## config.mk

```make
export PLATFORM = sky130hd
export DESIGN_NAME = io_arbiter_rr
export DESIGN_NICKNAME = d
export VERILOG_FILES = /design/src/rtl/io_arbiter_rr.sv
export SDC_FILE = /design/constraint.sdc
export NUM_CORES = 1
export LEC_CHECK = 0
export ABC_AREA = 1
export CAP_MARGIN = 20
export CELL_PAD_IN_SITES_DETAIL_PLACEMENT = 0
export CELL_PAD_IN_SITES_GLOBAL_PLACEMENT = 1
export CORE_MARGIN = 2
export CORE_UTILIZATION = 28
export CTS_CLUSTER_DIAMETER = 200
export CTS_CLUSTER_SIZE = 14
export DETAILED_ROUTE_END_ITERATION = 10
export PLACE_DENSITY = 0.91
export SYNTH_ARGS = -nofsm -noshare
export SYNTH_HDL_FRONTEND = slang
export SYNTH_SLANG_ARGS = --single-unit
```

## constraint.sdc

```tcl
create_clock -name clk -period 1.6 [get_ports clk]
set_input_delay 0.32 -clock clk [delete_from_list [all_inputs] [get_ports clk]]
set_output_delay 0.32 -clock clk [all_outputs]
set_load 0.02 [all_outputs]
```

## src/rtl/io_arbiter_rr.sv

```systemverilog
// io_arbiter_rr: round-robin N-channel arbiter with registered valid/ready output stage and hold watchdog
module io_arbiter_rr #(
  parameter int NUM_CH = 2,
  parameter int DATA_W = 32,
  parameter int ADDR_W = 32,
  parameter int TO_CYC = 255,
  localparam int CH_W = (NUM_CH > 1) ? $clog2(NUM_CH) : 1
) (
  input  logic                     clk,
  input  logic                     rst_n,
  input  logic [NUM_CH-1:0]        req,
  input  logic [NUM_CH*DATA_W-1:0] datos_in,
  input  logic [NUM_CH*ADDR_W-1:0] dir_in,
  output logic [NUM_CH-1:0]        ack,
  output logic [DATA_W-1:0]        datos_out,
  output logic [ADDR_W-1:0]        dir_out,
  output logic [CH_W-1:0]          ch_id,
  output logic                     out_valid,
  input  logic                     out_ready,
  output logic                     estado_in,
  output logic                     busy,
  output logic                     to_err
);
  localparam int CNT_W = (TO_CYC > 1) ? $clog2(TO_CYC) : 1;
  localparam int TO_M1 = (TO_CYC > 0) ? TO_CYC - 1 : 0;
  typedef enum logic {IDLE, HOLD} state_t;
  state_t state;
  logic [CH_W-1:0] last, grant;
  logic [CNT_W-1:0] cnt;
  logic [DATA_W-1:0] d_sel;
  logic [ADDR_W-1:0] a_sel;
  logic found;
  assign estado_in = |req;
  always_comb begin
    grant = '0;
    found = 1'b0;
    d_sel = '0;
    a_sel = '0;
    for (int i = 1; i <= NUM_CH; i++)
      if (!found && req[CH_W'((int'(last) + i) % NUM_CH)]) begin
        grant = CH_W'((int'(last) + i) % NUM_CH);
        found = 1'b1;
      end
    for (int i = 0; i < NUM_CH; i++)
      if (grant == CH_W'(i)) begin
        d_sel = datos_in[i*DATA_W +: DATA_W];
        a_sel = dir_in[i*ADDR_W +: ADDR_W];
      end
  end
  always_ff @(posedge clk or negedge rst_n)
    if (!rst_n) begin
      state     <= IDLE;
      last      <= CH_W'(NUM_CH - 1);
      cnt       <= '0;
      ack       <= '0;
      datos_out <= '0;
      dir_out   <= '0;
      ch_id     <= '0;
      out_valid <= 1'b0;
      busy      <= 1'b0;
      to_err    <= 1'b0;
    end else begin
      ack    <= '0;
      to_err <= 1'b0;
      if (state == IDLE) begin
        if (found) begin
          datos_out <= d_sel;
          dir_out   <= a_sel;
          ch_id     <= grant;
          out_valid <= 1'b1;
          busy      <= 1'b1;
          cnt       <= '0;
          state     <= HOLD;
        end
      end else if (out_ready) begin
        ack[ch_id] <= 1'b1;
        out_valid  <= 1'b0;
        busy       <= 1'b0;
        last       <= ch_id;
        state      <= IDLE;
      end else if (TO_CYC > 0 && cnt == CNT_W'(TO_M1)) begin
        to_err    <= 1'b1;
        out_valid <= 1'b0;
        busy      <= 1'b0;
        last      <= ch_id;
        state     <= IDLE;
      end else
        cnt <= cnt + 1'b1;
    end
endmodule

```

==> Yosys cells after proc, flatten, opt, wreduce, memory -nomap -nowiden <==
Cells that the tools add are included.
{ "classes": {"n_addsub": 3, "n_mul": 0, "div_mod_pow": 0, "order_cmp": 4, "n_eq_ne": 4, "shifts": 0, "mux": 31, "n_bitwise": 1, "n_reduce_logical": 10} }
{ "op_table": {"columns": ["operator", "count"], "rows": [
  ["32-bit 2-to-1 mux", 2],
  ["8-bit 2-to-1 mux", 4],
  ["1-bit 2-to-1 mux", 22],
  ["8-bit by 1-bit adder with 8-bit output (second input constant)", 1],
  ["8-bit equality test (second input constant)", 1],
  ["1-bit by 3-bit less-than comparator with 1-bit output (second input constant)", 2],
  ["2-bit AND reduction", 3],
  ["2-bit 2-to-1 mux", 2],
  ["2-bit != test (second input constant)", 2],
  ["2-bit nonzero test", 2],
  ["3-bit by 2-bit != test with 1-bit output (second input constant)", 1],
  ["3-bit AND reduction", 1],
  ["1-bit adder (second input constant)", 2],
  ["1-bit logical AND", 2],
  ["1-bit by 2-bit less-than comparator with 1-bit output (second input constant)", 1],
  ["2-bit OR reduction", 1],
  ["1-bit demux with 1-bit select", 1],
  ["1-bit greater-or-equal comparator (second input constant)", 1],
  ["1-bit zero test", 1],
  ["1-bit NOT", 1]
]} }
{ "word_totals": {"reg_bits": 79, "latchBits": 0, "ram_bits": 0, "mem_bits_ro": 0, "inputBits": 133, "output_inout_bits": 71, "word_cells": 62, "mem_count": 0} }

==> Longest topological paths before layout <==
{ "depth": {"word_depth": 10, "ltp_mapped": 9, "depth_no_buf": 9} }

==> Worst setup path after synthesis <==
No wires, ideal clock.
{ "synth_path": {"path_type": "input to output", "from": "input req[0]", "to": "output estado_in", "arrival_ns": 0.977, "slack_ns": 0.303, "path_stages": 3, "path_cell_list": "buf_2 buf_2 or2_2"} }
{ "synth_between": {"elab_chain_len": 1} }
{ "synth_lines": {"columns": ["item", "line", "source"], "rows": [
  ["start: declaration", "11", "input logic [NUM_CH-1:0] req,"],
  ["2-bit OR reduction", "33", "assign estado_in = |req;"],
  ["end: declaration", "20", "output logic estado_in,"]
]} }
No other way between the ends.

==> Final worst setup path <==
{ "layout_path": {"from": "input req[1]", "to": "output estado_in"} }
The elaborated chain is that of the path after synthesis.

==> impl_results.md <==
* Layout filler cell count at 1294
* WS Path Type: input pin to output pin
* Critical Path Start: req[1]
* Number of detailed-routing iterations run before antenna repair at 4
* Initial cell density of the core at 28.9%
* Arrival time worst endpoint at 1.13 ns
* GRT Util Overall at 17.6%
* Most used DFF post-synth: sky130_fd_sc_hd__dfrtp_1
* Post-Synthesis Net Count at 594
* Buffers on Ports at 203
* Mean area per synthesized cell at 8.36 um2
* Overall die height at 121 um
* Yosys reg bits at 79
* Combined area of all synthesized cells at 3840 um2
* Latest clock arrival within the worst-skew pair at 0.34 ns
* Pins Over Slew Limit at 0
* Failing checks: hold timing
* Leakage power of the design at 2.80 nW
* Detailed Route Iter0 Violations at 113
* First-pass GRT wire length at 20.3 mm
* EDFF count, synth at 0
* Worst path setup slack after routing at 0.152 ns
* Syn Inst Count at 459
* Core box area at 13300 um2
* Number of buffers on the longest clock path at 2
* Worst max-slew margin expressed relative to the limit at 68.7%
* Top Ports at 204
* Number of distinct library cells after synthesis at 24
* Vias per cell at 4.78
* Type of destination of the critical path: output pin
* Summed negative setup slack over all endpoints at 0 ns
* Startpoint Class: input pin
* Final Hold Violating Endpoints at 14
* ANT nets after route at 0
* Setup slack after placement at -0.235 ns
* Post-CTS Setup Inserts at 0
* Count of hold buffers inserted by post-cts repair at 0
* Total number of clock tree sinks at 79
* Die W at 121 um
* Setup repair after global routing missed its margin: false
* Count of final setup violators at 0
* Number of design rule violations left after detail routing at 0
* H-tree depth at 3
* Post-detailed-route wirelength per cell at 15.1 um
* Fraction of layout cells with a size suffix above 1 at 6.60%
* Overall die area at 14700 um2
* Total Nets Final at 782
* Maximum Capacitance Violations at 0
* Power per Cell Area at 1340 nW/um2
* TritonCTS clock tree: yes
* Total gr overflow at 0
* Placed Cells at 812
* Final setup skew at 0.00483 ns
* Proportion of synthesized chip area in sequential cells at 51.5%
* Fraction of registers with async set/reset at 100%
* Type of the tightest min-delay check: input pin to asynchronous set/reset pin
* Total clock buffers created by CTS at 9
* Pin count of the biggest net entering global routing at 80
* Final min period at 1.45 ns
* Number of global-route vias before repair at 4035
* Root buf cell: sky130_fd_sc_hd__clkbuf_16
* Non-filler cells, final at 828
* Warning count from the yosys run at 0
* Site row count at 42
* Fmax at 690 MHz
* Area Growth Syn to Fin at 61.7%
* Worst-case hold slack at -0.0348 ns
* Post-cts repair resize count at 71
* Total half-perimeter wirelength after legalization and detailed placement at 8.60 mm
* Transition time of the tightest slew-check pin at 0.469 ns
* Number of diodes added for antenna fixing at 0
* Weighted congestion reported at the end of routability-driven placement at 0.773
* Total number of vias at 3954
* Final Cycle Share at 90.5%
* Max VDD drop at 583 uV
* Largest fanout of any net on the critical path at 1
* Clock transition at the registers of the reported paths at 0.06 ns
* Placed instance area at 5990 um2
* Run status: complete, but fails checks
* Total Wirelength at 12.5 mm
* Startpoint of the lowest-slack register-to-register path: cnt[0]
* Data required time of the worst path at 1.28 ns
* Initial antenna violation count at 0
* Finished layout cell area at 6200 um2
## report_power, final
part / internal, mW / switching [mW]
clock network: 1.36 / 0.793
logic: 1.28 / 1.99
registers: 2.56 / 0.308
total: 5.20 / 3.09
## cell usage after synthesis (2+ instances only)
master / count / area (um2)
sky130_fd_sc_hd__a21oi_1: 64 / 320
sky130_fd_sc_hd__buf_2: 8 / 40.0
sky130_fd_sc_hd__buf_4: 19 / 143
sky130_fd_sc_hd__clkbuf_1: 9 / 33.8
sky130_fd_sc_hd__dfrtp_1: 78 / 1950
sky130_fd_sc_hd__ha_1: 2 / 25.0
sky130_fd_sc_hd__inv_1: 10 / 37.5
sky130_fd_sc_hd__inv_2: 5 / 18.8
sky130_fd_sc_hd__nand2_1: 96 / 360
sky130_fd_sc_hd__nand2_2: 3 / 18.8
sky130_fd_sc_hd__nand3_1: 16 / 80.1
sky130_fd_sc_hd__nor2_1: 8 / 30.0
sky130_fd_sc_hd__nor2_4: 3 / 33.8
sky130_fd_sc_hd__o21ai_0: 20 / 100
sky130_fd_sc_hd__o21ai_1: 109 / 546
## stage by stage
step                utilization [%]  total power [mW]
floorplan                         -              4.78
global placement               45.0              6.53
detailed placement             45.0              6.60
CTS                            46.7              8.42
global route                   46.7              8.85
finish                         46.7              8.29
## kinds of logic (layout without fill, tap and decap cells)
family	Yosys count	count (layout)	share of synthesized area (%)
flip-flops	79	79	51.5
AND/OR/NAND/NOR	130	130	14.4
XOR/XNOR	1	1	0.228
buffers and inverters	52	245	7.40
adder cells (fa/ha/maj)	2	2	0.652
AO/OA/AOI/OAI	195	195	25.8
## path summary, 6_finish.rpt
path	end	slack, ns	cells after the start
max	estado_in	0.15	3
min	dir_out[30]	-0.03	2
max reg2reg	cnt[4]	0.16	9
min reg2reg	datos_out[31]	0.48	2
max in group asynchronous	datos_out[0]	1.23	2
min in group clk	datos_out[31]	0.48	2
## registers in the layout, indices dropped and copies added, names as in the netlist
signal,cells
datos_out,32
dir_out,32
cnt,8
ack,2
busy,1
ch_id,1
last,1
state,1
to_err,1
## worst max-delay path: stages
cell and delay (ns):
sky130_fd_sc_hd__clkdlybuf4s50_1 0.38, sky130_fd_sc_hd__or2_2 0.27, sky130_fd_sc_hd__clkbuf_2 0.16
## cell usage in the layout, fill, tap and decap left out, types with 2 or more instances in the layout
| master | count |
|---|---|
| sky130_fd_sc_hd__dlygate4sd2_1 | 69 |
| sky130_fd_sc_hd__nand2_1 | 96 |
| sky130_fd_sc_hd__ha_1 | 2 |
| sky130_fd_sc_hd__clkdlybuf4s50_1 | 130 |
| sky130_fd_sc_hd__dfrtp_1 | 78 |
| sky130_fd_sc_hd__a21oi_1 | 64 |
| sky130_fd_sc_hd__inv_1 | 10 |
| sky130_fd_sc_hd__o21ai_0 | 20 |
| sky130_fd_sc_hd__clkbuf_1 | 3 |
| sky130_fd_sc_hd__o21ai_1 | 109 |
| sky130_fd_sc_hd__inv_2 | 5 |
| sky130_fd_sc_hd__nor2_4 | 3 |
| sky130_fd_sc_hd__nor2_1 | 8 |
| sky130_fd_sc_hd__nand2_2 | 3 |
| sky130_fd_sc_hd__clkinv_2 | 2 |
| sky130_fd_sc_hd__buf_12 | 4 |
| sky130_fd_sc_hd__buf_4 | 8 |
| sky130_fd_sc_hd__clkbuf_16 | 9 |
| sky130_fd_sc_hd__bufinv_16 | 2 |
| sky130_fd_sc_hd__nand3_1 | 16 |
## per-layer routing
layer / share of wire (%) / track usage [%]
met5: 0 / 0
met4: 2.3 / 7.49
met3: 7.0 / 5.22
met2: 49 / 30.1
met1: 41 / 20.6
## cell type report
type	instances	area, um2	area share [%]
tap	176	220	3.55
sequential	79	1980	31.9
clock buffer	12	236	3.81
multi-input combinational	328	1580	25.4
timing repair buffer	214	2070	33.3
clock inverter	4	70.1	1.13
inverter	15	56.3	0.907
No activity file was read; power rests on OpenSTA's default activity.
